--- src/rtl/polaris_bus_arbiter.sv ---
// Round-robin arbiter sharing one memory port between the fetch and data ports of PolarisCPU.
// Optional watchdog: define POLARIS_ARB_TIMEOUT_EN to abort grants that see no mack_i within TO_CYC cycles.
module polaris_bus_arbiter #(
    parameter int unsigned AW     = 64,
    parameter int unsigned IDW    = 32,
    parameter int unsigned DW     = 64,
    parameter int unsigned TO_CYC = 255
) (
    input  logic           clk_i,
    input  logic           reset_i,
    input  logic [AW-1:0]  iadr_i,
    input  logic           istb_i,
    output logic           iack_o,
    output logic [IDW-1:0] idat_o,
    output logic           ierr_o,
    input  logic [AW-1:0]  dadr_i,
    input  logic           dstb_i,
    input  logic           dwe_i,
    input  logic [1:0]     dsiz_i,
    input  logic [DW-1:0]  ddat_i,
    output logic           dack_o,
    output logic [DW-1:0]  ddat_o,
    output logic           derr_o,
    output logic [AW-1:0]  madr_o,
    output logic           mstb_o,
    output logic           mwe_o,
    output logic [1:0]     msiz_o,
    output logic [DW-1:0]  mdat_o,
    input  logic [DW-1:0]  mdat_i,
    input  logic           mack_i
);

    typedef enum logic [1:0] {
        IDLE  = 2'd0,
        GNT_I = 2'd1,
        GNT_D = 2'd2
    } state_t;

    state_t state;
    logic   last_d;
    logic   gnt_i;
    logic   gnt_d;
    logic   sel_stb;
    logic   timeout;

    assign gnt_i   = (state == GNT_I);
    assign gnt_d   = (state == GNT_D);
    assign sel_stb = (gnt_i & istb_i) | (gnt_d & dstb_i);

`ifdef POLARIS_ARB_TIMEOUT_EN
    // Cycles spent in the current grant without an ack; cleared whenever idle.
    logic [15:0] cnt;

    always_ff @(posedge clk_i) begin
        if (reset_i || state == IDLE) begin
            cnt <= '0;
        end else if (!mack_i) begin
            cnt <= cnt + 16'd1;
        end
    end

    assign timeout = sel_stb && !mack_i && (cnt == 16'(TO_CYC - 1));
`else
    logic unused_to_cyc;
    assign unused_to_cyc = ^TO_CYC;
    assign timeout       = 1'b0;
`endif

    // Grant FSM: one transfer per grant, always back through IDLE.
    always_ff @(posedge clk_i) begin
        if (reset_i) begin
            state  <= IDLE;
            last_d <= 1'b1;
        end else begin
            case (state)
                IDLE: begin
                    if (istb_i && (!dstb_i || last_d)) begin
                        state <= GNT_I;
                    end else if (dstb_i) begin
                        state <= GNT_D;
                    end
                end
                GNT_I: begin
                    if (!istb_i || mack_i || timeout) begin
                        state <= IDLE;
                    end
                    if (istb_i && mack_i) begin
                        last_d <= 1'b0;
                    end
                end
                GNT_D: begin
                    if (!dstb_i || mack_i || timeout) begin
                        state <= IDLE;
                    end
                    if (dstb_i && mack_i) begin
                        last_d <= 1'b1;
                    end
                end
                default: state <= IDLE;
            endcase
        end
    end

    // Memory-side mux; everything is zero while idle.
    assign mstb_o = sel_stb;
    assign madr_o = gnt_i ? iadr_i : (gnt_d ? dadr_i : '0);
    assign mwe_o  = gnt_d & dwe_i;
    assign msiz_o = gnt_i ? 2'd2 : (gnt_d ? dsiz_i : 2'd0);
    assign mdat_o = gnt_d ? ddat_i : '0;

    // Requester side: ack only to the granted port, and only while it still strobes.
    assign iack_o = gnt_i & istb_i & mack_i;
    assign dack_o = gnt_d & dstb_i & mack_i;
    assign ierr_o = gnt_i & timeout;
    assign derr_o = gnt_d & timeout;
    assign idat_o = mdat_i[IDW-1:0];
    assign ddat_o = mdat_i;

endmodule

--- config.mk ---
export PLATFORM = sky130hd
export DESIGN_NAME = polaris_bus_arbiter
export DESIGN_NICKNAME = d
export VERILOG_FILES = /design/src/rtl/polaris_bus_arbiter.sv
export SDC_FILE = /design/constraint.sdc
export NUM_CORES = 1
export LEC_CHECK = 0
export ABC_CLOCK_PERIOD_IN_PS = 4900
export CAP_MARGIN = 10
export CORE_AREA = 10 10 184 186
export DETAILED_ROUTE_END_ITERATION = 6
export DIE_AREA = 0 0 194 196
export GPL_ROUTABILITY_DRIVEN = 1
export PLACE_DENSITY = 0.5
export SKIP_CTS_REPAIR_TIMING = 1
export SLEW_MARGIN = 25
export SYNTH_ARGS = -nofsm -noshare
export SYNTH_HDL_FRONTEND = slang
export SYNTH_SLANG_ARGS = --single-unit
--- constraint.sdc ---
create_clock -name clk_i -period 4.9 [get_ports clk_i]
set_clock_uncertainty 0.1 [all_clocks]
set_input_delay 0.98 -clock clk_i [delete_from_list [all_inputs] [get_ports clk_i]]
set_output_delay 0.98 -clock clk_i [all_outputs]
set_load 0.01 [all_outputs]
Word-level counts from Yosys, hierarchy flattened
Cells that the tools add are included.

operators by class
  $add $sub $neg = 0
  bitwise operators = 6
  divide/modulo/power cells = 0
  shift operators = 0
  multipliers = 0
  reductions and logical operators = 12
  equal/unequal tests = 7
  muxes and demuxes = 13
  order comparisons = 0

operators with widths
  cell                                                                     number
  64-bit two-way mux                                                       3
  2-bit two-way mux                                                        6
  2-bit by 1-bit inequality test with 1-bit output, second input constant  4
  2-bit case mux with 3 select lines                                       1
  3-bit AND reduction                                                      2
  1-bit AND                                                                5
  1-bit logical AND                                                        3
  1-bit logical OR                                                         3
  3-bit inequality test, second input constant                             1
  2-bit by 1-bit equality test with 1-bit output, second input constant    1
  2-bit equality test, second input constant                               1
  1-bit logical NOT                                                        2
  2-bit logical NOT                                                        1
  1-bit two-way mux                                                        2
  1-bit case mux with 2 select lines                                       1
  2-bit nonzero test                                                       1
  1-bit bitwise OR                                                         1

word-level totals
  output and inout bits = 232
  memories kept = 0
  latch bits = 0
  memory bits (read-only) = 0
  bits of input ports = 264
  register bits after elaboration = 3
  word-level logic and storage cells = 40
  bits in writable memories = 0

Longest topological paths before layout
  word-level depth = 5
  gate-level depth with buffers = 6
  depth with buffers taken out = 5

Worst setup path after synthesis
Ideal clock, no wire load.

  path type = register -> output
  from = register state[0]
  to = output port madr_o[10]
  data required time = 3.820 ns
  cell stages (with the launch flop) = 7
  arrival = 1.269 ns
  path slack = 2.551 ns
  path through = dfxtp_1 -> inv_1 -> ha_1 -> nor2b_4 -> buf_12 -> buf_12 -> a22o_1

between the ends
  cells in the longest elaborated chain, start to end = 3
  elaborated cells between the ends (all ways) = 4
  those cells by class = eq/ne: 2; mux: 2

RTL lines
  what                             RTL line  text
  from (decl)                      39        state_t state;
  from (signal assigned)           72        state <= IDLE;
  from (signal assigned)           78        state <= GNT_I;
  from (signal assigned)           80        state <= GNT_D;
  2-bit equality test              47        assign gnt_d = (state == GNT_D);
  named net gnt_d                  42        logic gnt_d;
  64-bit two-way mux (2 in a row)  106       assign madr_o = gnt_i ? iadr_i : (gnt_d ? dadr_i : '0);
  to (decl)                        24        output logic [AW-1:0] madr_o,

The timed path passes the listed nets, and every way through them passes these cells.

Worst setup path after layout
  from = register state[1]
  to = output port madr_o[32]

between the ends
  cells in the longest elaborated chain, start to end = 3
  elaborated cells between the ends (all ways) = 4
  those cells by class = eq/ne: 2; mux: 2

RTL lines
  what                    RTL line
  2-bit equality test     47
  64-bit two-way mux      106
  64-bit two-way mux (*)  106

Mark *: on every way between the ends. The rest lies on a longest branch, timed or not.

==> results.md <==
- Die ar.: ~38000 µm²
- Clk root buf: clkbuf_16
- GPL Wtd Cong: between 0.7 and 0.8
- Worst-Skew Late Latency: 0.22 ns
- Endpoints failing setup: 0
- Filler cell count: about 3.4k
- Row count: 64
- VDD IR max: ~0.00016 V
- Met1 WL: 5.75 mm
- Crit end category: output pin
- Met3 Wirelength: ~2.4 mm
- Data required, critical path: between 3 and 4 ns
- Comb power frac: 0.820
- H-tree depth: 1
- Largest net degree at the start of global routing: 71
- Synthesized flop and latch total: 3
- Number of synthesized flops with an enable pin: 0
- Clock power share: 0.144
- Min-delay worst type: register to register
- Io pins: about 500
- Crit path time final: around 3.5 ns
- Psw: just over 0.0003 W
- CTS Buffer Depth: 2
- Vias in the first global route: around 3.1k
- HPWL Detailed: about 13 mm
- Sequential share of power: 0.037
- Synth Cell Area: about 2200 µm²
- Yosys top cell by area: buf_4
- Share of post-route cells with drive strength above 1: 0.0218
- WL/cell: 16.8 µm
- RSZ-0062 raised after global routing: no
- Clock Sinks: 3
- Cell chain of the critical path: inv_1 > ha_2 > nor2b_4 > buf_4 > a22o_1 > clkdlybuf4s50_1
- Diode count: 0
- Via count: between 2k and 3k
- Critical Path Start Type: register
- Most common cell in the synthesized netlist: buf_4
- Yosys cell types: 24
- Nets: ~770
- Highest cell delay on the worst timing path: ~0.55 ns
- CP Data Arrival Time: 2.38 ns
- FF/Latch Area: between 60 and 70 µm²
- Crit Path Max Fanout: between 60 and 70
- Sw frac: 0.343
- Cells after Synth: around 280
- Most frequent cells after synthesis: buf_4, and2_1, a22o_1
- Worst slack at placement: around 1.5 ns
- Reg clk slew, reported paths: 0.03 ns
- Status: complete, no violations
- Initial antenna violation count: 0
- Drt drc: 0
- Synth async-reset ratio: 0
- Final Max Slew Viols: 0
- Post-DRT Antenna Nets: 0
- Via density: about 3.1
- First-pass GRT wire length: roughly 22 mm
- Final hold vios: 0
- WHS Path Cells: 2
- Max-slew headroom: 0.483
- DR WL met2: between 6 and 7 mm
- Share of the synthesized area in the top cell type: 0.336
- Critical path's top delay family: buffers and inverters
- Area Overhead vs Synth: 137%
- Placed standard-cell area: approximately 5100 µm²
- Pin slew with the least headroom to its limit: 0.776 ns
- Total wire length: between 15 and 20 mm
- Fin crit share: 0.707
- Initial Util: 0.0723
- Area of the multi-input gates: 1180 µm²
- DRT iter0 DRCs: 71
- CP Class: register to output pin
- Sequential fraction of the synthesis area: 0.0275
- PortBufs: 333
- CTS buffer count: 3
- Max Used Layer: met5
- DR pass1 iterations: 4
- Pint: a little under 0.0006 W
- CTS tree: done
- Max_cap viols: 0
- CP bufs+invs: 3
- Worst path depth: 6
- Synth Flop Type: dfxtp_1
- Syn. warnings: 0
- Post-route setup slack: ~1.4 ns
- Pwr Density: 174 nW/µm²
- Fmax achieved: 289 MHz
- Grt ovf: 0
- Die extent in y: between 150 and 200 µm
- Worst path slowest cell: clkdlybuf4s50_1
- Setup TNS: 0 ns
- GRT Total Usage: 0.0721
- Core ar.: 30300 µm²
- Leak pwr: 1.86 nW
- Design Area, Final: between 5000 and 6000 µm²
- DIE WIDTH: slightly below 200 µm
- R2R depth: 6
- Synth area leaders: buf_4, a22o_1, and2_1
- Avg Inst Size Synth: ~7.7 µm²
[state kept, by name (all words and copies together) (netlist names)]
signal / flops
last_d: 1
state: 2
[layer usage]
metal,vias to the layer above,track usage
met5,-,0.0119
met4,2,0.0165
met3,26,0.0503
met2,296,0.113
met1,1187,0.0772
li1,1310,-
[through the flow]
step / hold WS, ns / total power [W] / instances / util
3_5_place_dp: 0.392 / 0.000790 / 897 / 0.169
3_3_place_gp: 0.395 / 0.000794 / 897 / 0.169
5_1_grt: 0.437 / 0.000966 / 901 / 0.171
6_report: 0.402 / 0.000903 / 901 / 0.171
4_1_cts: 0.407 / 0.000925 / 901 / 0.171
2_1_floorplan: 0.365 / 0.000425 / 284 / -
[final timing paths]
path                      to  slack [ns]     start
setup / recovery  madr_o[32]        1.44  state[1]
hold / removal      state[1]        0.40  state[1]
setup reg to reg      last_d        3.00  state[1]
hold reg to reg     state[1]        0.40  state[1]
[power by group through the flow]
stage | registers, W | clock network [W] | logic, W
2_1_floorplan | 0.0000323 | 0 | 0.000393
4_1_cts | 0.0000333 | 0.000131 | 0.000760
3_3_place_gp | 0.0000333 | 0 | 0.000760
6_report | 0.0000331 | 0.000130 | 0.000740
5_1_grt | 0.0000339 | 0.000135 | 0.000797
3_5_place_dp | 0.0000336 | 0 | 0.000756
[layout make-up]
type / count / share of cell area
Timing Repair Buffer: 336 / 0.647
Inverter: 5 / 0.00362
Clock buffer: 4 / 0.0152
Tap cell: 396 / 0.0955
Multi-Input combinational cell: 157 / 0.227
Sequential cell: 3 / 0.0116
[cells in the final DEF, fill, tap and decap left out]
master	instances
clkdlybuf4s50_1	333
mux2i_1	2
nor2b_1	2
ha_1	1
clkbuf_16	3
inv_1	5
buf_4	3
o21ai_0	1
nand2b_1	2
nor2_1	4
a22o_2	1
nand2_1	4
a22o_1	64
conb_1	2
and2_1	65
nand3b_1	1
a22oi_4	1
dfxtp_1	3
clkbuf_1	1
ha_2	2
o2111ai_1	1
and3_1	2
a32oi_1	1
nor2b_4	1
[worst min-delay path, stage by stage, from the launching register on]
cell      delay [ns]
dfxtp_1         0.32
nand2b_1        0.07
mux2i_1         0.06
[logic make-up (layout without fill, tap and decap cells)]
kind of cell    Yosys count  count (layout)  share of synthesized area
buf+inv                 124             345                      0.437
other cells               1               2                    0.00171
mux                       2               2                    0.00915
flops                     3               3                     0.0275
compound gates           69              69                      0.281
fa+ha+maj                 3               3                     0.0172
simple gates             81              81                      0.227
Note: power is estimated with default switching activity, not from simulation.
